<file path="config.mk">
export PLATFORM = sky130hd
export DESIGN_NAME = peripheral_slave
export DESIGN_NICKNAME = d
export VERILOG_FILES = /design/src/rtl/peripheral_slave.sv
export SDC_FILE = /design/constraint.sdc
export NUM_CORES = 1
export LEC_CHECK = 0
export ABC_AREA = 1
export BUFFER_PORTS_ARGS = -buffer_cell sky130_fd_sc_hd__buf_2
export CAP_MARGIN = 25
export CORE_AREA = 2 2 183 185
export CTS_CLUSTER_DIAMETER = 100
export DETAILED_ROUTE_END_ITERATION = 6
export DIE_AREA = 0 0 185 187
export MAX_ROUTING_LAYER = met4
export PLACE_DENSITY = 0.7
export SLEW_MARGIN = 20
export SYNTH_ARGS = -nofsm -noshare
export SYNTH_HDL_FRONTEND = slang
export SYNTH_SLANG_ARGS = --single-unit
export TNS_END_PERCENT = 50
</file>
<file path="constraint.sdc">
create_clock -name S_AXI_ACLK -period 1.9 [get_ports S_AXI_ACLK]
set_clock_uncertainty 0.15 [all_clocks]
set_input_delay 0.38 -clock S_AXI_ACLK [delete_from_list [all_inputs] [get_ports S_AXI_ACLK]]
set_output_delay 0.38 -clock S_AXI_ACLK [all_outputs]
set_load 0.05 [all_outputs]
</file>
<file path="src/rtl/peripheral_slave.sv">
// rtl/peripheral_slave.sv - AXI4-Lite responder exposing a bank of 32-bit registers with a write strobe
// Optional feature macro: PERI_SLAVE_DECERR_EN (out-of-range accesses answer SLVERR instead of wrapping)
module peripheral_slave #(
  parameter int NUM_REGS = 8,
  parameter int ADDR_W   = 12
) (
  input  logic                   S_AXI_ACLK,
  input  logic                   S_AXI_ARESETN,
  input  logic [31:0]            S_AXI_AWADDR,
  input  logic                   S_AXI_AWPROT,
  input  logic                   S_AXI_AWVALID,
  output logic                   S_AXI_AWREADY,
  input  logic [31:0]            S_AXI_WDATA,
  input  logic [3:0]             S_AXI_WSTRB,
  input  logic                   S_AXI_WVALID,
  output logic                   S_AXI_WREADY,
  output logic [1:0]             S_AXI_BRESP,
  output logic                   S_AXI_BVALID,
  input  logic                   S_AXI_BREADY,
  input  logic [31:0]            S_AXI_ARADDR,
  input  logic                   S_AXI_ARPROT,
  input  logic                   S_AXI_ARVALID,
  output logic                   S_AXI_ARREADY,
  output logic [31:0]            S_AXI_RDATA,
  output logic [1:0]             S_AXI_RRESP,
  output logic                   S_AXI_RVALID,
  input  logic                   S_AXI_RREADY,
  output logic [32*NUM_REGS-1:0] REG_OUT,
  output logic                   WR_STROBE,
  output logic [5:0]             WR_INDEX
);

  localparam int IDX_W = ADDR_W - 2;
  localparam logic [IDX_W-1:0] NREG_IDX = IDX_W'(NUM_REGS);
  localparam logic [1:0] RESP_OKAY   = 2'b00;
  localparam logic [1:0] RESP_SLVERR = 2'b10;
`ifdef PERI_SLAVE_DECERR_EN
  localparam logic [1:0] MISS_RESP = RESP_SLVERR;
`else
  localparam logic [1:0] MISS_RESP = RESP_OKAY;
  localparam logic [IDX_W-1:0] SEL_MASK = IDX_W'((1 << $clog2(NUM_REGS)) - 1);
`endif

  typedef enum logic {W_IDLE, W_RESP} w_state_t;
  typedef enum logic {R_IDLE, R_DATA} r_state_t;

  // Without error decode the word index wraps onto the low bits of the bank.
  function automatic logic [IDX_W-1:0] map_idx(input logic [IDX_W-1:0] idx);
`ifdef PERI_SLAVE_DECERR_EN
    return idx;
`else
    return idx & SEL_MASK;
`endif
  endfunction

  w_state_t         w_state, w_state_n;
  r_state_t         r_state, r_state_n;
  logic             aw_lat, aw_lat_n, w_lat, w_lat_n;
  logic [IDX_W-1:0] aw_sel, aw_sel_n;
  logic [31:0]      wdata_q, wdata_n;
  logic [3:0]       wstrb_q, wstrb_n;
  logic             awready_q, awready_n, wready_q, wready_n;
  logic             bvalid_q, bvalid_n;
  logic [1:0]       bresp_q, bresp_n;
  logic             wr_strobe_n;
  logic [5:0]       wr_index_n;
  logic             commit, aw_hit;
  logic             arready_q, arready_n, rvalid_q, rvalid_n;
  logic [31:0]      rdata_q, rdata_n;
  logic [1:0]       rresp_q, rresp_n;
  logic [IDX_W-1:0] ar_sel;
  logic             ar_hit;
  logic [31:0]      ar_data;
  logic             unused_inputs;

  assign unused_inputs = ^{S_AXI_AWPROT, S_AXI_ARPROT, S_AXI_AWADDR[31:ADDR_W], S_AXI_AWADDR[1:0],
                           S_AXI_ARADDR[31:ADDR_W], S_AXI_ARADDR[1:0]};

  assign aw_hit = aw_sel < NREG_IDX;

  always_comb begin
    w_state_n   = w_state;
    aw_lat_n    = aw_lat;
    w_lat_n     = w_lat;
    aw_sel_n    = aw_sel;
    wdata_n     = wdata_q;
    wstrb_n     = wstrb_q;
    bvalid_n    = bvalid_q;
    bresp_n     = bresp_q;
    wr_strobe_n = 1'b0;
    wr_index_n  = WR_INDEX;
    commit      = 1'b0;
    case (w_state)
      W_IDLE: begin
        if (aw_lat && w_lat) begin
          commit      = 1'b1;
          w_state_n   = W_RESP;
          bvalid_n    = 1'b1;
          bresp_n     = aw_hit ? RESP_OKAY : MISS_RESP;
          wr_strobe_n = aw_hit;
          wr_index_n  = 6'(aw_sel);
        end else begin
          if (S_AXI_AWVALID && awready_q) begin
            aw_lat_n = 1'b1;
            aw_sel_n = map_idx(S_AXI_AWADDR[ADDR_W-1:2]);
          end
          if (S_AXI_WVALID && wready_q) begin
            w_lat_n = 1'b1;
            wdata_n = S_AXI_WDATA;
            wstrb_n = S_AXI_WSTRB;
          end
        end
      end
      W_RESP: begin
        if (S_AXI_BREADY) begin
          w_state_n = W_IDLE;
          bvalid_n  = 1'b0;
          bresp_n   = RESP_OKAY;
          aw_lat_n  = 1'b0;
          w_lat_n   = 1'b0;
        end
      end
      default: w_state_n = W_IDLE;
    endcase
    // Ready flags are registered so they are low in reset and rise on the first edge after it.
    awready_n = (w_state_n == W_IDLE) && !aw_lat_n;
    wready_n  = (w_state_n == W_IDLE) && !w_lat_n;
  end

  always_ff @(posedge S_AXI_ACLK or negedge S_AXI_ARESETN) begin
    if (!S_AXI_ARESETN) begin
      w_state   <= W_IDLE;
      aw_lat    <= 1'b0;
      w_lat     <= 1'b0;
      aw_sel    <= '0;
      wdata_q   <= '0;
      wstrb_q   <= '0;
      awready_q <= 1'b0;
      wready_q  <= 1'b0;
      bvalid_q  <= 1'b0;
      bresp_q   <= RESP_OKAY;
      WR_STROBE <= 1'b0;
      WR_INDEX  <= '0;
    end else begin
      w_state   <= w_state_n;
      aw_lat    <= aw_lat_n;
      w_lat     <= w_lat_n;
      aw_sel    <= aw_sel_n;
      wdata_q   <= wdata_n;
      wstrb_q   <= wstrb_n;
      awready_q <= awready_n;
      wready_q  <= wready_n;
      bvalid_q  <= bvalid_n;
      bresp_q   <= bresp_n;
      WR_STROBE <= wr_strobe_n;
      WR_INDEX  <= wr_index_n;
    end
  end

  for (genvar k = 0; k < NUM_REGS; k++) begin : g_reg
    logic [31:0] reg_q;
    logic        hit;
    assign hit = commit && aw_hit && (aw_sel == IDX_W'(k));
    always_ff @(posedge S_AXI_ACLK or negedge S_AXI_ARESETN) begin
      if (!S_AXI_ARESETN) begin
        reg_q <= '0;
      end else if (hit) begin
        for (int b = 0; b < 4; b++)
          if (wstrb_q[b]) reg_q[8*b +: 8] <= wdata_q[8*b +: 8];
      end
    end
    assign REG_OUT[32*k +: 32] = reg_q;
  end

  // Read mux sees pre-commit contents, so a read on the commit edge returns the old value.
  always_comb begin
    ar_sel  = map_idx(S_AXI_ARADDR[ADDR_W-1:2]);
    ar_hit  = ar_sel < NREG_IDX;
    ar_data = '0;
    for (int k = 0; k < NUM_REGS; k++)
      if (ar_sel == IDX_W'(k)) ar_data = REG_OUT[32*k +: 32];
  end

  always_comb begin
    r_state_n = r_state;
    rvalid_n  = rvalid_q;
    rdata_n   = rdata_q;
    rresp_n   = rresp_q;
    case (r_state)
      R_IDLE: begin
        if (S_AXI_ARVALID && arready_q) begin
          r_state_n = R_DATA;
          rvalid_n  = 1'b1;
          rdata_n   = ar_data;
          rresp_n   = ar_hit ? RESP_OKAY : MISS_RESP;
        end
      end
      R_DATA: begin
        if (S_AXI_RREADY) begin
          r_state_n = R_IDLE;
          rvalid_n  = 1'b0;
        end
      end
      default: r_state_n = R_IDLE;
    endcase
    arready_n = (r_state_n == R_IDLE);
  end

  always_ff @(posedge S_AXI_ACLK or negedge S_AXI_ARESETN) begin
    if (!S_AXI_ARESETN) begin
      r_state   <= R_IDLE;
      arready_q <= 1'b0;
      rvalid_q  <= 1'b0;
      rdata_q   <= '0;
      rresp_q   <= RESP_OKAY;
    end else begin
      r_state   <= r_state_n;
      arready_q <= arready_n;
      rvalid_q  <= rvalid_n;
      rdata_q   <= rdata_n;
      rresp_q   <= rresp_n;
    end
  end

  assign S_AXI_AWREADY = awready_q;
  assign S_AXI_WREADY  = wready_q;
  assign S_AXI_BVALID  = bvalid_q;
  assign S_AXI_BRESP   = bresp_q;
  assign S_AXI_ARREADY = arready_q;
  assign S_AXI_RVALID  = rvalid_q;
  assign S_AXI_RDATA   = rdata_q;
  assign S_AXI_RRESP   = rresp_q;

endmodule

</file>
======== Yosys cells after proc, flatten, opt, wreduce, memory -nomap -nowiden ========
Index checks and enable logic that the tools add are counted.
W data, S select, Z words.
word-level totals
  word-level logic and storage cells ...... 163
  flip-flop bits (word level) ............. 342
  bits of input ports ..................... 109
cells by class
  bitwise operators ....................... 5
  reductions and logical operators ........ 57
  multiplexer cells ....................... 34
  $lt $le $gt $ge ......................... 1
  eq/ne operators ......................... 18
operator list
  operator              count
  $mux W32              8
  $reduce_and A2 Y1     36
  $eq A3 B3 Y1 const B  8
  $logic_not A10 Y1     2
  $mux W1               17
  $logic_and A1 B1 Y1   15
  $eq A3 B2 Y1 const B  4
  $pmux W1 S2           6
  $ne A2 B2 Y1 const B  4
  $eq A3 B1 Y1 const B  2
  $reduce_and A3 Y1     2
  $not A1 Y1            5
  $lt A3 B4 Y1 const B  1
  $mux W2               2
  $pmux W2 S2           1
  $logic_not A1 Y1      2

======== Depth between registers and ports, before layout ========
Gate-level depths: netlist of run 1.
  depth in word-level cells ............... 9
  depth in mapped cells ................... 10
  gate-level depth less buffers ........... 8

======== Worst setup path before layout of run 1 ========
No wires, ideal clock.
  path type ............................... reg2reg
  start point ............................. register arready_q, in the netlist S_AXI_ARREADY
  end point ............................... register rdata_q[12], in the netlist S_AXI_RDATA[12]
  arrival ................................. 1.512 ns
  stages on the path, launching flop included .. 6
  buffers on the path ..................... 1
  path slack .............................. 0.161 ns
  cell sequence ........................... dfrtp_1 > nand3_1 > inv_1 > clkbuf_1 > nor2_1 > a21oi_1
between the ends
  cells in the longest elaborated chain, start to end .. 2
ends and longest elaborated chain
  what                         line  RTL
  start, declared              68    logic arready_q, arready_n, rvalid_q, rvalid_n;
  start signal, assigned       218   arready_q <= arready_n;
  $logic_and A1 B1 Y1          191   if (S_AXI_ARVALID && arready_q) begin
  $reduce_and A2 Y1 (no line)  n/a
  end signal, assigned         220   rdata_q <= rdata_n;
  end, declared                69    logic [31:0] rdata_q, rdata_n;
No other way between the ends.
A chain may end at the register's enable or synchronous reset.

======== Worst setup path after layout of run 1 ========
  start point ............................. register w_lat
  end point ............................... register g_reg[7].reg_q[1]
between the ends
  cells in the longest elaborated chain, start to end .. 6
ends and longest elaborated chain
  what                               line  RTL
  start, declared                    58    logic aw_lat, aw_lat_n, w_lat, w_lat_n;
  start signal, assigned             147   w_lat <= w_lat_n;
  $logic_and A1 B1 Y1                95    if (aw_lat && w_lat) begin
  $mux W1                            95
  $mux W1                            93    case (w_state)
  $logic_and A1 B1 Y1 (2 in series)  163   assign hit = commit && aw_hit && (aw_sel == IDX_W'(k));
  $reduce_and A2 Y1 (no line)        n/a
  end signal, assigned by index      169   if (wstrb_q[b]) reg_q[8*b +: 8] <= wdata_q[8*b +: 8];
  end, declared                      161   logic [31:0] reg_q;
No other way between the ends.

==> results of run 1 <==
-- flip-flops by register name, indices dropped and copies added (netlist names) --
| register | count |
|---|---|
| S_AXI_BVALID | 1 |
| S_AXI_WREADY | 1 |
| wstrb_q | 4 |
| w_state | 1 |
| r_state | 1 |
| S_AXI_RDATA | 32 |
| aw_sel | 3 |
| S_AXI_RVALID | 1 |
| w_lat | 1 |
| S_AXI_ARREADY | 1 |
| g.reg_q | 256 |
| WR_INDEX | 3 |
| S_AXI_AWREADY | 1 |
| aw_lat | 1 |
| wdata_q | 32 |
| WR_STROBE | 1 |
-- power groups by stage --
| stage | Sequential, uW | Combinational, uW | Clock (uW) |
|---|---|---|---|
| 5_1_grt | 11700 | 14700 | 7860 |
| 4_1_cts | 11400 | 13900 | 7540 |
| 2_1_floorplan | 17700 | 3310 | 0 |
| 3_5_place_dp | 11500 | 13800 | 0 |
| 3_3_place_gp | 11400 | 13600 | 0 |
| 6_report | 11400 | 13900 | 7450 |
-- routing by layer --
metal	global-route usage	vias to the layer above	routed length [um]
met5	-	-	0
met4	0.0934	0	1620
met3	0.0428	94	3710
met2	0.436	633	22100
met1	0.389	6586	20700
li1	-	6360	-
-- worst max path at each step --
| stage | from | end | slack, ps |
|---|---|---|---|
| global route | w_lat | g_reg[4].reg_q[11] | -7 |
| floorplan | S_AXI_ARREADY | S_AXI_RDATA[12] | 160 |
| finish | w_lat | g_reg[7].reg_q[1] | 110 |
| detailed placement | S_AXI_ARADDR[4] | S_AXI_RDATA[3] | -230 |
| global placement | S_AXI_ARADDR[4] | S_AXI_RDATA[18] | -230 |
| CTS | w_lat | g_reg[0].reg_q[9] | -140 |
-- cells in the final DEF (no fill, tap or decap) --
cell type	count
bufinv_16	5
nand2_4	2
nor2_1	146
buf_4	64
diode_2	1
nand3_2	1
nor3_2	3
buf_6	1
a31oi_1	2
nand4_1	77
buf_2	344
clkinvlp_4	2
nand3_1	75
nor2_4	2
buf_12	20
clkinv_2	3
dlygate4sd3_1	40
inv_1	107
inv_2	3
mux2_2	4
o21ai_0	259
nand2_1	451
clkbuf_1	7
clkbuf_8	9
dfrtp_1	340
nor3_4	3
clkbuf_16	37
nand2_2	7
buf_8	1
a21oi_1	101
conb_1	7
-- worst max-delay path: stages, from the launching register on --
cell and delay [ps]:
dfrtp_1 360, nand2_2 100, nor2_4 170, nand2_1 110, nor2_1 100, buf_4 190
nand2_1 80, buf_4 200, nand2_1 70, o21ai_0 100
-- synth_stat cells (all sizes together) --
cell and number:
a21oi 101, clkbuf 61, dfrtp 340, nand4 77, nor3 6, nor2 148
buf 39, o21ai 259, nand3 76, nand2 460, a31oi 2, conb 1
inv 110, mux2 4
-- layout make-up --
cell class	count	share of cell area
well taps	448	0.0296
flip-flops and latches	340	0.449
clock inverters	10	0.00952
diodes	1	0.000132
clock buffers	53	0.0568
inverters	110	0.0218
multi-input cells	1140	0.273
repair buffers	470	0.160
-- kinds of logic (layout without fill, tap and decap cells) --
| logic type | Yosys count | in the layout | synth area share |
|---|---|---|---|
| and+or+nand+nor | 767 | 767 | 0.222 |
| AOI/OAI and AO/OA | 362 | 362 | 0.126 |
| DFF | 340 | 340 | 0.590 |
| buffers and inverters | 210 | 643 | 0.0589 |
| muxes | 4 | 4 | 0.00312 |
| other | 1 | 8 | 0.000260 |
-- metrics by stage --
stage               hold slack (ps)   util  worst slack, ps  area [um2]
finish                         24.4  0.576              115       18900
global route                   38.6  0.576            -7.18       18900
CTS                            11.3  0.574             -142       18900
detailed placement              160  0.524             -227       17200
global placement                159  0.524             -233       17200
floorplan                     -65.6      -              161       14500
-- repair_timing --
action / CTS / global route
endpoints found under the hold margin: 114 / 0
setup endpoints to repair: 32 / 52
pin swaps: 0 / 2
cloned: 0 / 0
resized for setup: 3 / 10
hold buffers: 40 / 0
buffers inserted: 0 / 2
==> metrics.txt, run 1 <==
outcome=completed; fmax=560 MHz; footprint of the multi-input gates=5160 um2; Psw=15,600 uW; Power Dens Cells=1730 nW/um2; DRC Markers=0; Logic pwr share=0.423; Yosys warnings=0; Yosys reg bits=340; Cell variety after synth=20; clock buffer depth=3; Req. time, crit path=2110 ps; Die W=185 um; Hold Path Origin=S_AXI_WDATA[24]; core area=32,900 um2; # setup viols final=0; Final Hold Viols=0; Reg area=8510 um2; IO Count=413; Crit Path Category=flop to flop; worst hold endpoint=wdata_q[24]; CP arrival=2000 ps; area share of the largest cell type after synthesis=0.590; cells after synthesis=1,684; Mean Syn Cell Area=8.57 um2; port bufs=345; Hold Path Depth=3; Total Routing Usage GR=0.284; GP Congestion=0.934; Final Max Tran Viols=0; R2R Setup Slk=110 ps; Initial DRC Count=1,134; Seq/Total Area, Yosys=0.590; row cnt=67; Worst slew margin=0.404; CTS tree=done; nets@finish=2,207; largest net degree at the start of global routing=57; peak supply drop=0.00148 V; worst hold path class=input port to flop; Startpoint Class=flop; clk_lat worst skew=510 ps; layout cells sized above 1=0.241; dpl hpwl=34,300 um; Initial Utilization=0.439; Tmin final=1790 ps; Avg WL per Cell=18.7 um; RR Startpoint=w_lat; antenna violations before repair=1; total of max-cap violations=0; Sw Share=0.477; total gr overflow=0; vias in the first global route=13,100; area of the mapped netlist=14,400 um2; H-tree depth=2; Leak=0.00984 uW; root buf cell=clkbuf_16; TritonCTS buffer count=36; cell taking the most area after synthesis=dfrtp_1; crit path max fanout=16; r2r worst-path depth=9; total power=32,700 uW; internal power=17,100 uW; Worst-path clk slew=60 ps; first-pass GRT wire length=73,800 um; post-DR vias/cell=5.32; Setup TNS=0 ps; period utilization=0.940; share of total power in sequential cells=0.350; clock power share=0.227; Die H=187 um; WL final=48,100 um; Slew @ Worst Pin=889 ps; # fillers=2,964; Area contributors post-synth=dfrtp_1 59%, nand2_1 12%, o21ai_0 9.0%; Area Growth Syn to Fin=31.2%; via count=13,700; placed insts=2,466; clk sink count=340; die area=34,600 um2; Non-Filler Instances=2,572; CP Capture Type=flop; Routed Antenna Nets=0; R2R Path End=g_reg[7].reg_q[1]; DRT Pass-1 Iters=5
Note: power is estimated with default switching activity, not from simulation.
==> run 2: changes to the inputs <==
--- a/config.mk
+++ b/config.mk
@@ -14,6 +14,7 @@
 export DIE_AREA = 0 0 185 187
 export MAX_ROUTING_LAYER = met4
 export PLACE_DENSITY = 0.7
+export SETUP_SLACK_MARGIN = 0.4
 export SLEW_MARGIN = 20
 export SYNTH_ARGS = -nofsm -noshare
 export SYNTH_HDL_FRONTEND = slang
==> run 2 against run 1 <==
  * Flip-flop and latch count unchanged
  * Design area increased by 13%
  * Core utilization increased by 7.3 points
  * Global-route usage increased by 1.7 points
  * Wire length increased by 12%
  * Worst setup slack improved by 39 ps
  * Critical endpoint is now wstrb_q[2]
  * Largest cell class unchanged
==> metrics.txt, run 2 (same netlist as run 1, synthesis figures left out) <==
outcome=completed; Total Routing Usage GR=0.302 (+0.0174); DRC Markers=0 (unchanged); max reg flops=256 (unchanged); R2R Setup Slk=150 ps (+40 ps); Logic pwr share=0.472 (+0.049); total of max-cap violations=0 (unchanged); # fillers=2,651 (-11%); placed insts=2,478 (+0.49%); dpl hpwl=35,200 um (+2.7%); worst hold path class=input port to flop; CP arrival=1990 ps (about the same); Routed Antenna Nets=0 (unchanged); DRT Pass-1 Iters=6 (+1); Sw Share=0.469 (-0.00804); total gr overflow=0 (unchanged); TritonCTS buffer count=37 (+2.8%); peak supply drop=0.00114 V (-23%); Startpoint Class=flop; Critical Path Start=aw_lat; Power Dens Cells=1670 nW/um2 (-3.5%); Avg WL per Cell=20.2 um (+8.0%); RSZ-0062 raised after global routing=yes; crit path max fanout=4 (-12); RR Startpoint=aw_lat; Slew @ Worst Pin=747 ps (-141 ps); most frequent cells in the layout=412 x nand2_1, 333 x dfrtp_1, 323 x buf_4; GP Congestion=0.930 (-0.37%); Largest Register=g.reg_q; clock buffer depth=3 (unchanged); row cnt=67 (unchanged); Die H=187 um (unchanged); Final WS setup=154 ps (+39.1 ps); clock power share=0.198 (-0.029); period utilization=0.919 (-0.0206); first-pass GRT wire length=78,300 um (+6.1%); share of total power in sequential cells=0.330 (-0.020); antenna violations before repair=1 (unchanged); Psw=16,700 uW (+7.0%); DP Worst Slack=-57.5 ps (+169 ps); Non-Filler Instances=2,679 (+4.2%); Worst-path clk slew=60 ps (about the same); H-tree depth=2 (unchanged); Finished Cell Area=21,300 um2 (+13%); Hold Path Origin=S_AXI_WDATA[9]; Tmin final=1750 ps (-39.1 ps); Hold Path Depth=3 (unchanged); Leak=0.0106 uW (+8.1%); Initial DRC Count=1,150 (+1.4%); via count=14,600 (+6.7%); layout cells sized above 1=0.314 (+0.0737); core area=32,900 um2 (unchanged); Placed Instance Area=17,300 um2 (+0.79%); Final Hold Viols=0 (unchanged); Worst slew margin=0.502 (+0.0975); die area=34,600 um2 (unchanged); CTS tree=done; Final Max Tran Viols=0 (unchanged); CP Capture Type=flop; Min Hold Slack=22.0 ps (-2.40 ps); clk_lat worst skew=520 ps (about the same); total power=35,600 uW (+8.8%); nets@finish=2,316 (+4.9%); vias in the first global route=14,000 (+7.0%); Req. time, crit path=2150 ps (+40 ps); internal power=18,900 uW (+10%); Initial Utilization=0.439 (unchanged); largest net degree at the start of global routing=65 (+14%); post-DR vias/cell=5.44 (+2.4%); Crit Path Category=flop to flop; Area Growth Syn to Fin=47.9%; most common cell after layout, fill and taps aside=nand2_1; root buf cell=clkbuf_16; r2r worst-path depth=6 (-3); clk sink count=340 (unchanged); fmax=573 MHz (+2.2%); WL final=54,100 um (+12%); port bufs=345 (unchanged); Die W=185 um (unchanged); # setup viols final=0 (unchanged); IO Count=413 (unchanged)
-- run 2: cell count changes in the layout (fill, tap and decap cells not counted), sizes merged --
| cell | change |
|---|---|
| buf | +105 |
| bufinv | -3 |
| clkbuf | +3 |
| clkinv | +4 |
| clkinvlp | -1 |
| dlygate4sd3 | -1 |
-- run 2: critical path, cell delays in order (launching register included) --
cell,delay [ps]
dfrtp_1,390
nand2_2,110
buf_4,120
nand4_1,200
buf_4,240
buf_6,140
mux2_2,280
-- run 2: cell type report --
cell class                 instances  area (um2)  share of cell area
sequential                       340        8520               0.399
multi-input combinational       1140        5550               0.260
timing repair buffer             578        5120               0.240
clock buffer                      52        1060              0.0498
tap                              448         561              0.0263
inverter                         110         425              0.0199
clock inverter                    10         106             0.00498
antenna                            1        2.50            0.000117
-- run 2: path summary, 6_finish.rpt --
path	endpoint
max reg2reg	wstrb_q[2]
min reg2reg	S_AXI_RVALID
max in group asynchronous	g_reg[0].reg_q[17]
min	wdata_q[9]
min in group asynchronous	g_reg[2].reg_q[0]
max	wstrb_q[2]
-- run 2: power groups by stage --
stage | Clock, uW | Combinational (uW) | Sequential, uW
after floorplan | 0 | 3380 | 17700
after global placement | 0 | 13700 | 11400
after detailed placement | 0 | 13900 | 11500
after CTS | 7120 | 15700 | 11600
after global routing | 7440 | 17800 | 12000
final | 7040 | 16800 | 11800
-- run 2: timing repair --
item,4_1_cts,5_1_grt
gates cloned,5,15
endpoints found under the hold margin,158,0
hold buffers,39,0
resized for setup,395,221
setup buffers,43,36
pin swaps,3,2
setup endpoints to repair,573,594
-- run 2: routing by layer --
| metal | wire length [um] | GRT usage | vias up |
|---|---|---|---|
| li1 | - | - | 6595 |
| met1 | 21400 | 0.380 | 7116 |
| met2 | 25400 | 0.474 | 740 |
| met3 | 4840 | 0.0623 | 134 |
| met4 | 2520 | 0.127 | 0 |
| met5 | 0 | - | - |
-- run 2: through the flow --
| step | TNS, ps | utilization |
|---|---|---|
| finish | 0 | 0.649 |
| detailed placement | -592 | 0.528 |
| global route | 0 | 0.649 |
| CTS | 0 | 0.618 |
| global placement | -8.47 | 0.528 |
| floorplan | 0 | - |
==> run 3: changes to the inputs <==
--- a/config.mk
+++ b/config.mk
@@ -14,6 +14,7 @@
 export DIE_AREA = 0 0 185 187
 export MAX_ROUTING_LAYER = met4
 export PLACE_DENSITY = 0.7
+export REMOVE_ABC_BUFFERS = 1
 export SETUP_SLACK_MARGIN = 0.4
 export SLEW_MARGIN = 20
 export SYNTH_ARGS = -nofsm -noshare
==> constraint.sdc (replaced) <==
create_clock -name S_AXI_ACLK -period 2.16 [get_ports S_AXI_ACLK]
set_clock_uncertainty 0.15 [all_clocks]
set_input_delay 0.432 -clock S_AXI_ACLK [delete_from_list [all_inputs] [get_ports S_AXI_ACLK]]
set_output_delay 0.432 -clock S_AXI_ACLK [all_outputs]
set_load 0.05 [all_outputs]
==> run 3 against run 2 <==
  * Clock power shrank 12%
  * Hold slack lost 8.4 ps
  * Design area shrank 12%
  * Global-route usage shrank 1.4 points
  * Maximum frequency shrank 4.0%
  * Cell count shrank 5.0%
==> metrics.txt, run 3 (same netlist as run 1, synthesis figures left out) <==
Largest Register=g.reg_q; Avg WL per Cell=19.2 um (-5.0%); clk sink count=340 (unchanged); Crit path top cell by count=nor2_4; # fillers=2,955 (+11%); vias in the first global route=12,900 (-7.8%); total power=28,700 uW (-19%); root buf cell=clkbuf_16; Setup TNS=0 ps (unchanged); Req. time, crit path=2410 ps (+260 ps); period utilization=0.842 (-0.0767); Die W=185 um (unchanged); DRT Pass-1 Iters=6 (unchanged); Psw=13,700 uW (-18%); Critical Path Start=aw_lat; crit path max fanout=16 (+12); Total Routing Usage GR=0.288 (-0.0136); dpl hpwl=33,400 um (-5.2%); TritonCTS buffer count=37 (unchanged); clock buffer depth=3 (unchanged); total gr overflow=0 (unchanged); Initial Utilization=0.439 (unchanged); GP Congestion=0.880 (-5.4%); row cnt=67 (unchanged); clk_lat worst skew=520 ps (about the same); CP Capture Type=flop; H-tree depth=2 (unchanged); Area Growth Syn to Fin=30.8%; footprint of the multi-input gates=5210 um2 (-6.2%); nets@finish=2,177 (-6.0%); IO Count=413 (unchanged); max reg flops=256 (unchanged); outcome=completed; die area=34,600 um2 (unchanged); internal power=15,000 uW (-21%); Tmin final=1820 ps (+73.2 ps); Sw Share=0.478 (+0.00861); worst hold path class=input port to flop; largest net degree at the start of global routing=68 (+4.6%); Final Max Tran Viols=0 (unchanged); core area=32,900 um2 (unchanged); most common cell after layout, fill and taps aside=nand2_1; Worst-path clk slew=60 ps (about the same); Power Dens Cells=1520 nW/um2 (-8.8%); Startpoint Class=flop; RR Startpoint=aw_lat; Hold Path Origin=S_AXI_WDATA[9]; R2R Setup Slk=340 ps (+190 ps); Final WS setup=341 ps (+187 ps); CTS tree=done; Crit Path Category=flop to flop; clock power share=0.215 (+0.017); CP Cell Sequence=nand2_2 > nor2_4 > nand2_4 > nor2_4 > nand2_1 > buf_4 > o21ai_0; layout cells sized above 1=0.248 (-0.0665); total of max-cap violations=0 (unchanged); Final Hold Viols=0 (unchanged); DP Worst Slack=-1.35 ps (+56.2 ps); RSZ-0062 raised after global routing=yes; WL final=48,800 um (-9.8%); most frequent cells in the layout=453 x nand2_1, 339 x dfrtp_1, 255 x o21ai_0; post-DR vias/cell=5.28 (-3.0%); Initial DRC Count=847 (-26%); share of total power in sequential cells=0.348 (+0.018); port bufs=345 (unchanged); DRC Markers=0 (unchanged); critical path's slowest cell=dfrtp_1; Routed Antenna Nets=0 (unchanged); final core occ=0.574 (-0.0752); via count=13,400 (-7.8%); # setup viols final=0 (unchanged); Logic pwr share=0.437 (-0.035); CP arrival=2070 ps (+80 ps); fmax=550 MHz (-4.0%); antenna violations before repair=2 (+1); Die H=187 um (unchanged); peak supply drop=0.00108 V (-5.0%); first-pass GRT wire length=73,900 um (-5.6%); Reg area=8510 um2 (about the same); Leak=0.00969 uW (-8.9%); max incr delay on CP=360 ps (-30 ps)
-- run 3: cell count changes in the layout (fill, tap and decap cells not counted), sizes merged --
cell,before,now
buf,535,427
dlygate4sd3,39,10
clkinv,7,10
clkbuf,56,54
diode,1,3
bufinv,2,1
inv,110,111
-- run 3: timing repair --
item                                   CTS  global route
gates cloned                             1             0
endpoints found under the hold margin   45             1
hold buffers                             9             1
setup buffers                            4             4
setup endpoints to repair              289           483
pin swaps                                3             4
gates resized for setup                 66           191
-- run 3: area by class of cell --
type,instances,area share
antenna,3,0.000398
inverter,110,0.0220
multi-input combinational,1140,0.276
clock buffer,52,0.0580
timing repair buffer,439,0.158
sequential,340,0.451
clock inverter,13,0.00511
tap,448,0.0297
-- run 3: layer usage --
metal	global-route usage	vias up	part of all wire
li1	-	6295	-
met3	0.0596	117	0.089
met2	0.449	624	0.47
met5	-	-	0
met4	0.106	0	0.036
met1	0.373	6408	0.41
-- run 3: per-stage QoR --
| stage | std cells | area (um2) | hold WS [ps] |
|---|---|---|---|
| final | 2545 | 18900 | 13.6 |
| after global routing | 2544 | 18900 | 21.4 |
| after CTS | 2537 | 18500 | 1.72 |
| after detailed placement | 2458 | 17100 | 221 |
| after global placement | 2458 | 17100 | 217 |
| after floorplan | 1590 | 14000 | -13.6 |
-- run 3: worst paths after layout --
path	endpoint	cells after the start
setup / recovery	g_reg[4].reg_q[18]	7
hold / removal	wdata_q[9]	3
setup reg to reg	g_reg[4].reg_q[18]	7
hold reg to reg	S_AXI_RVALID	1
max in group asynchronous	aw_sel[2]	3
min in group asynchronous	S_AXI_RDATA[15]	2
-- run 3: power groups by stage --
stage	logic (uW)	registers, uW	clock network [uW]
2_1_floorplan	2760	15600	0
3_3_place_gp	11900	9900	0
3_5_place_dp	12000	9980	0
4_1_cts	12300	9930	6290
5_1_grt	13300	10200	6600
6_report	12600	9990	6190
-- run 3: critical path, delay by kind of cell (launching register included) --
family / cells / cell delay, ps
compound gates: 1 / 270
buf+inv: 1 / 210
flops: 1 / 360
simple gates: 5 / 680
